### src/rtl/rv_mem_arbiter_pkg.sv
// Shared definitions for the iosys memory-port arbiter: address width,
// FSM state type, round-robin identifiers and the default abort data.
package rv_mem_arbiter_pkg;

    localparam int unsigned RV_AW            = 23;
    localparam logic [31:0] ERR_DATA_DEFAULT = 32'hDEAD_BEEF;

    localparam logic [1:0] RR_M1 = 2'd1;
    localparam logic [1:0] RR_M2 = 2'd2;

    typedef enum logic [1:0] {
        ST_IDLE  = 2'd0,
        ST_ISSUE = 2'd1,
        ST_RESP  = 2'd2
    } arb_state_t;

    function automatic logic [1:0] onehot_to_idx(input logic [2:0] oh);
        logic [1:0] idx;
        idx = 2'd0;
        if (oh[1]) idx = 2'd1;
        if (oh[2]) idx = 2'd2;
        return idx;
    endfunction

endpackage

### src/rtl/rv_mem_arbiter_pick.sv
// Combinational winner selection: m0 has fixed priority, m1/m2 alternate
// starting from rr_next, falling back to the other one when rr_next is idle.
module rv_arb_pick
    import rv_mem_arbiter_pkg::*;
(
    input  logic [2:0] valids,
    input  logic [1:0] rr_next,
    output logic [2:0] winner
);

    always_comb begin
        winner = '0;
        if (valids[0]) begin
            winner = 3'b001;
        end else if (rr_next == RR_M2) begin
            if (valids[2])      winner = 3'b100;
            else if (valids[1]) winner = 3'b010;
        end else begin
            if (valids[1])      winner = 3'b010;
            else if (valids[2]) winner = 3'b100;
        end
    end

endmodule

### src/rtl/rv_mem_arbiter.sv
// Three-master arbiter for the single iosys memory port, with a per-transaction
// timeout that aborts with ERR_DATA and a sticky error flag.
module rv_mem_arbiter
    import rv_mem_arbiter_pkg::*;
#(
    parameter int unsigned TIMEOUT  = 4096,
    parameter logic [31:0] ERR_DATA = ERR_DATA_DEFAULT
) (
    input  logic             clk,
    input  logic             reset,
    input  logic             m0_valid,
    input  logic [RV_AW-1:0] m0_addr,
    input  logic [31:0]      m0_wdata,
    input  logic [3:0]       m0_wstrb,
    output logic             m0_ready,
    input  logic             m1_valid,
    input  logic [RV_AW-1:0] m1_addr,
    input  logic [31:0]      m1_wdata,
    input  logic [3:0]       m1_wstrb,
    output logic             m1_ready,
    input  logic             m2_valid,
    input  logic [RV_AW-1:0] m2_addr,
    input  logic [31:0]      m2_wdata,
    input  logic [3:0]       m2_wstrb,
    output logic             m2_ready,
    output logic [31:0]      m_rdata,
    output logic             rv_valid,
    output logic [RV_AW-1:0] rv_addr,
    output logic [31:0]      rv_wdata,
    output logic [3:0]       rv_wstrb,
    input  logic             rv_ready,
    input  logic [31:0]      rv_rdata,
    output logic [2:0]       grant,
    output logic             err,
    output logic [1:0]       err_port,
    input  logic             err_clr
);

    localparam int unsigned    TW    = $clog2(TIMEOUT);
    localparam logic [TW-1:0]  TLAST = TW'(TIMEOUT - 1);

    arb_state_t       state;
    logic [TW-1:0]    tcnt;
    logic [1:0]       rr_next;
    logic [2:0]       ready_q;
    logic [2:0]       winner;
    logic [RV_AW-1:0] sel_addr;
    logic [31:0]      sel_wdata;
    logic [3:0]       sel_wstrb;

    rv_arb_pick u_pick (
        .valids  ({m2_valid, m1_valid, m0_valid}),
        .rr_next (rr_next),
        .winner  (winner)
    );

    always_comb begin
        sel_addr  = m0_addr;
        sel_wdata = m0_wdata;
        sel_wstrb = m0_wstrb;
        if (winner[1]) begin
            sel_addr  = m1_addr;
            sel_wdata = m1_wdata;
            sel_wstrb = m1_wstrb;
        end else if (winner[2]) begin
            sel_addr  = m2_addr;
            sel_wdata = m2_wdata;
            sel_wstrb = m2_wstrb;
        end
    end

    assign m0_ready = ready_q[0];
    assign m1_ready = ready_q[1];
    assign m2_ready = ready_q[2];

    always_ff @(posedge clk or posedge reset) begin
        if (reset) begin
            state    <= ST_IDLE;
            tcnt     <= '0;
            rr_next  <= RR_M1;
            ready_q  <= '0;
            grant    <= '0;
            rv_valid <= 1'b0;
            rv_addr  <= '0;
            rv_wdata <= '0;
            rv_wstrb <= '0;
            m_rdata  <= '0;
            err      <= 1'b0;
            err_port <= '0;
        end else begin
            ready_q <= '0;
            // A timeout later in this block overrides the clear.
            if (err_clr) err <= 1'b0;
            case (state)
                ST_IDLE: begin
                    if (|winner) begin
                        grant    <= winner;
                        rv_addr  <= sel_addr;
                        rv_wdata <= sel_wdata;
                        rv_wstrb <= sel_wstrb;
                        rv_valid <= 1'b1;
                        tcnt     <= '0;
                        state    <= ST_ISSUE;
                    end
                end
                ST_ISSUE: begin
                    if (rv_ready) begin
                        m_rdata  <= rv_rdata;
                        rv_valid <= 1'b0;
                        ready_q  <= grant;
                        state    <= ST_RESP;
                    end else if (tcnt == TLAST) begin
                        m_rdata  <= ERR_DATA;
                        rv_valid <= 1'b0;
                        ready_q  <= grant;
                        err      <= 1'b1;
                        err_port <= onehot_to_idx(grant);
                        state    <= ST_RESP;
                    end else begin
                        tcnt <= tcnt + 1'b1;
                    end
                end
                ST_RESP: begin
                    grant <= '0;
                    if (grant[1])      rr_next <= RR_M2;
                    else if (grant[2]) rr_next <= RR_M1;
                    state <= ST_IDLE;
                end
                default: state <= ST_IDLE;
            endcase
        end
    end

endmodule

### config.mk
export PLATFORM = sky130hd
export DESIGN_NAME = rv_mem_arbiter
export DESIGN_NICKNAME = d
export VERILOG_FILES = /design/src/rtl/rv_mem_arbiter_pkg.sv /design/src/rtl/rv_mem_arbiter_pick.sv /design/src/rtl/rv_mem_arbiter.sv
export SDC_FILE = /design/constraint.sdc
export NUM_CORES = 1
export LEC_CHECK = 0
export BUFFER_PORTS_ARGS = -buffer_cell sky130_fd_sc_hd__buf_2
export CAP_MARGIN = 10
export CORE_AREA = 2 2 122 124
export DETAILED_ROUTE_END_ITERATION = 12
export DIE_AREA = 0 0 124 126
export GPL_TIMING_DRIVEN = 0
export PLACE_DENSITY = 0.77
export SLEW_MARGIN = 20
export SYNTH_ARGS = -nofsm -noshare
export SYNTH_HDL_FRONTEND = slang
export SYNTH_HIERARCHICAL = 1
export SYNTH_SLANG_ARGS = --single-unit
### constraint.sdc
create_clock -name clk -period 7.3 [get_ports clk]
set_input_delay 1.095 -clock clk [delete_from_list [all_inputs] [get_ports clk]]
set_output_delay 1.095 -clock clk [all_outputs]
set_load 0.02 [all_outputs]
# Yosys cells after proc, flatten, opt, wreduce, memory -nomap -nowiden
# Cells that the tools add are included.
# Widths: inputs -> output; s select.
# totals
ff_bits	117
input_bits	216
word_cells	75
# classes
bitwise_logic	1
n_eq_ne	8
n_mux	39
add_sub_neg	1
n_reduce_logical	14
# op_table
op	count
$mux 32	4
$mux 23	2
$mux 12	3
$mux 3	9
$pmux 12 s2	1
$mux 2	7
$add 12x1->12 const B	1
$eq 12x12->1 const B	1
$reduce_and 2->1	5
$mux 1	8
$mux 4	2
$reduce_bool 2->1	4
$ne 2x2->1 const B	3
$pmux 3 s2	1
$reduce_and 3->1	2
$eq 2x2->1 const B	2
$pmux 2 s2	1
$reduce_and 4->1	1
$ne 3x3->1 const B	1
$reduce_or 3->1	1
$eq 2x1->1 const B	1
$logic_not 2->1	1
$pmux 1 s2	1
$not 1->1	1

# Longest topological paths before layout
# depth
depth_word	7
depth_mapped	10
depth_no_buf	6

# Modules after synthesis
# The synthesis kept the hierarchy.
# by_module_without_submodules
module	area_each_um2	cells_each	seq_area_each_um2	n_inst
rv_mem_arbiter	5615.4	576	2929.1	1
rv_arb_pick	47.5	7	0.0	1

# Least setup slack after synthesis
# Ideal clock, no wire load.
# synth_timing
path_type	input to register
start	input m0_valid
end	register tcnt[5]
t_arrival_ns	2.432
setup_slack_ns	4.742
setup_ns	0.126
n_path_buf	3
stages	8
path_cell_list	nand2b_1 a21oi_1 buf_2 nor3_1 or3_1 buf_2 buf_2 a311o_1
# synth_between
elab_chain_len	4
# synth_lines
element	line	source
start: declaration	rv_mem_arbiter.sv:11	input logic m0_valid,
$mux 3	rv_mem_arbiter_pick.sv:13	if (valids[0]) begin
via winner[2]	rv_mem_arbiter.sv:46	logic [2:0] winner;
$reduce_or 3->1	rv_mem_arbiter.sv:96	if (|winner) begin
$ne 2x2->1 (no line)	-	
$reduce_and 4->1 (no line)	-	
end signal: assignment	rv_mem_arbiter.sv:120	tcnt <= tcnt + 1'b1;
end: declaration	rv_mem_arbiter.sv:43	logic [TW-1:0] tcnt;
# The timed path passes the listed nets, and every way through them passes these cells.
# A chain may end at the register's enable or synchronous reset.

# Worst setup path after layout
# layout_timing
start	input m0_valid
end	register rv_wdata[7]
# layout_between
elab_chain_len	3
word_cells_on_any_way	5
cone_classes	3 x mux; 2 x reduce/logical
# layout_lines
element	line	source
$mux 3 (*)	rv_mem_arbiter_pick.sv:13	
via winner[1]	rv_mem_arbiter.sv:46	
$reduce_or 3->1	rv_mem_arbiter.sv:96	
$reduce_and 2->1 (no line)	-	
end signal: assignment	rv_mem_arbiter.sv:99	rv_wdata <= sel_wdata;
end: declaration	rv_mem_arbiter.sv:29	output logic [31:0] rv_wdata,
# The timed path passes the listed nets; every way through them passes the cells marked *.

==> results.txt <==
count of clock tree sinks - 117
status - completed
worst-margin pin slew - 0.693 ns
fin. max-slew vios - 0
clock buffer count from CTS - 17
Overall Global Routing Usage - 23.4%
diodes inserted - 0
relative slew slack - 53.8%
Layout Utilization - 56.7%
area of the mapped netlist - 5660 µm²
post-synth top area cell - sky130_fd_sc_hd__dfrtp_1
Vias/cell - 5.08
placed cell count - 1084
synth-to-layout area growth - 43.2%
sequential fraction of the synthesis area - 51.7%
ranking of synthesized cells by area - sky130_fd_sc_hd__dfrtp_1 (51%), sky130_fd_sc_hd__mux2i_1 (11%), sky130_fd_sc_hd__a21oi_1 (5.7%)
final setup violation count - 0
buffer depth of the longest clock path - 2
number of instances in the synthesized netlist - 583
number of cell rows - 44
global-route wire length before repair - 27900 µm
YS warnings - 6
detailed-placement wirelength estimate - 14100 µm
buffering stage count on the worst path with inverters included - 3
synthesized-area fraction occupied by and/or/nand/nor cells - 13.1%
average wire length per cell after detail routing - 16.2 µm
post-route cell area - 8110 µm²
Tcrit/Tclk final - 38.0%
fmax - 0.360 GHz
R2R depth - 7
CTS tree - done
number of nets still failing antenna checks after routing - 0
postcts setup bufs - 0
FF-to-FF Start - rr_next[0]
sort of element at the start of the critical path - input pin
Hold/Removal Path Class - reg2reg
peak per-stage delay on the critical path - 0.56 ns
via count - 5657
Hold Crit Endpoint - rv_wdata[10]
Mean Syn Cell Area - 9.71 µm²
unrepaired setup endpoints after global routing - false
share of the synthesized area in the top cell type - 51.3%
count of instances resized after the clock tree is built - 0
total overflow reported by the global router - 0
Pwr Density - 397 nW/µm²
number of nets in the synthesized netlist - 800
HP Start - rv_wdata[10]
Critical Path RT - 7.57 ns
via count of the first global-routing pass - 5563
leakage power total - 4.06 nW
cts hold-fix bufs - 0
aggregate negative setup slack - 0 ns
dominant cell type by count on the critical path - sky130_fd_sc_hd__clkbuf_1
H-tree depth - 4
pin count of the biggest net entering global routing - 76
total cell area at the placement stage - 7510 µm²
Port Buffers - 316
minimum clock period - 2.77 ns
Min-Delay Path Depth - 2
Async S/R FF share, synth - 100%
area share of fa/ha/maj cells after synthesis - 0.221%
initial antenna violation count - 0
initial detailed-routing violation count - 294
register-to-register setup slack - 4.75 ns
worst clock skew - 0.00503 ns
count of different cell masters after synthesis - 42
die width - 124 µm
Data arrival, critical path - 3.04 ns
Skew-Pair Late Insertion Delay - 0.41 ns
clock transition at the registers of the reported paths - 0.05 ns
endpoint kind of the worst setup timing path - flop
placer congestion estimate - 0.888
post-synthesis register bit count - 117
Cell Chain, Critical Path - buf_2, a311oi_2, clkbuf_1, clkbuf_1, nor2_1, a21oi_1, o21ai_0
library cell contributing the largest single delay on the critical path - sky130_fd_sc_hd__clkbuf_1
worst-path maximum fanout - 10
vertical die dimension - 126 µm
Top Family by Delay on Critical Path - buffers and inverters
Routed WL - 18000 µm
origin of the worst setup path - m0_valid
xor/xnor share of the synthesized area - 0%
number of nets in the layout - 1136
compound-cell area share of the yosys netlist - 18.9%
clock root buffer - sky130_fd_sc_hd__clkbuf_16
Residual DRC - 0
count of flip-flops with a built-in enable after synthesis - 0
multiplexer area fraction after synthesis - 11.7%
effective utilization at floorplan - 39.6%
main combinational cell family by area after synthesis - compound AO/OA/AOI/OAI gates
area of the core - 14300 µm²
ys flop type - sky130_fd_sc_hd__dfrtp_1
Layout Cells excl Fill - 1114
I/O pin count - 317
Peak supply drop - 152 µV
share of layout cells above drive strength 1 - 40.6%
number of iterations in the first detailed-routing pass - 6
capturing point of the worst reg2reg path - rv_wdata[7]
area of the die - 15600 µm²
hold violation total from the final report - 0
Max Cap Viol - 0
WS Path Type - in2reg
## kinds of logic after synthesis
group                      count (synthesis)
buffers and inverters                     53
and+or+nand+nor                          171
muxes                                     66
DFF                                      117
AOI/OAI and AO/OA                        175
adders and majority gates                  1
## cells in the final DEF (no fill, tap or decap), types with 2 or more instances in the layout
| master | Yosys | layout |
|---|---|---|
| sky130_fd_sc_hd__nand2b_1 | 4 | 4 |
| sky130_fd_sc_hd__nor3_1 | 3 | 3 |
| sky130_fd_sc_hd__or3_1 | 2 | 2 |
| sky130_fd_sc_hd__nand2_1 | 70 | 70 |
| sky130_fd_sc_hd__o21ai_0 | 62 | 62 |
| sky130_fd_sc_hd__o311ai_0 | 2 | 2 |
| sky130_fd_sc_hd__clkbuf_16 | 0 | 17 |
| sky130_fd_sc_hd__mux2_2 | 2 | 2 |
| sky130_fd_sc_hd__mux2i_1 | 64 | 64 |
| sky130_fd_sc_hd__a21oi_1 | 65 | 65 |
| sky130_fd_sc_hd__clkinvlp_4 | 0 | 4 |
| sky130_fd_sc_hd__buf_6 | 2 | 2 |
| sky130_fd_sc_hd__clkbuf_1 | 24 | 24 |
| sky130_fd_sc_hd__nand4_1 | 3 | 3 |
| sky130_fd_sc_hd__nor2_1 | 63 | 63 |
| sky130_fd_sc_hd__inv_1 | 8 | 7 |
| sky130_fd_sc_hd__nand3_1 | 5 | 5 |
| sky130_fd_sc_hd__buf_2 | 16 | 332 |
| sky130_fd_sc_hd__a22o_1 | 9 | 9 |
| sky130_fd_sc_hd__nor4_1 | 4 | 4 |
| sky130_fd_sc_hd__buf_4 | 2 | 2 |
| sky130_fd_sc_hd__o22a_1 | 24 | 24 |
| sky130_fd_sc_hd__inv_6 | 1 | 2 |
| sky130_fd_sc_hd__o31ai_1 | 3 | 3 |
| sky130_fd_sc_hd__bufinv_16 | 0 | 2 |
| sky130_fd_sc_hd__and3_1 | 5 | 5 |
| sky130_fd_sc_hd__clkbuf_8 | 0 | 6 |
| sky130_fd_sc_hd__o211ai_1 | 3 | 3 |
| sky130_fd_sc_hd__dfrtp_1 | 116 | 116 |
| sky130_fd_sc_hd__nor2b_1 | 5 | 5 |
## per-stage QoR
step                setup slack, ns  power [mW]  hold slack [ns]
detailed placement             4.03        2.41            0.465
CTS                            4.47        3.25            0.476
global placement               1.78        2.37            0.457
floorplan                      3.11        1.88            0.448
global route                   4.20        3.43            0.494
finish                         4.53        3.22            0.474
## how the worst max path moves through the flow
stage             endpoint  cells past startpoint
6_report       rv_wdata[7]                      7
5_1_grt        rv_wdata[0]                      7
4_1_cts        rv_wdata[0]                      7
3_5_place_dp   rv_wdata[0]                      7
3_3_place_gp   rv_wstrb[3]                      2
2_1_floorplan          err                      1
## per-layer routing
| layer | up-vias | part of all wire, % | GRT usage (%) |
|---|---|---|---|
| met5 | - | 0 | 0 |
| met4 | 0 | 3.0 | 9.65 |
| met3 | 43 | 6.4 | 4.76 |
| met2 | 238 | 49 | 38.0 |
| met1 | 2658 | 42 | 30.4 |
| li1 | 2718 | - | - |
## cell type report
type                            instances  area [µm²]
Timing Repair Buffer                  317        1610
Multi-Input combinational cell        413        2490
Inverter                                9        43.8
Clock inverter                          7        95.1
Buffer                                 44         208
Tap cell                              184         230
Clock buffer                           23         508
Sequential cell                       117        2930
Fill cell                            1329        6200
## report_power, final
group | internal [mW] | switching (mW)
sequential | 0.923 | 0.158
clock | 0.552 | 0.279
combinational | 0.461 | 0.849
total | 1.94 | 1.29
## tightest hold or removal path, stage by stage, from the launching register on
cell and delay, ns:
sky130_fd_sc_hd__dfrtp_1 0.34, sky130_fd_sc_hd__nand2_1 0.04, sky130_fd_sc_hd__o21ai_0 0.06
## Yosys cell counts (all sizes together), types with 2 or more instances
master  number
dfrtp      116
nand2       71
a21oi       65
mux2i       64
nor2        63
o21ai       63
clkbuf      24
o22a        24
buf         20
a22o         9
inv          9
nand3        6
and3         5
nor2b        5
nand2b       4
nor4         4
nand4        3
nor3         3
o211ai       3
o31ai        3
mux2         2
o311ai       2
or3          2
## sequential cells by signal (all words and copies together) (netlist names)
signal / cells
state: 2
ready_q: 3
tcnt: 12
rv_valid: 1
rv_wstrb: 4
rr_next: 2
rv_wdata: 32
rv_addr: 23
grant: 3
err: 1
err_port: 2
m_rdata: 32
Note: power is estimated with default switching activity, not from simulation.
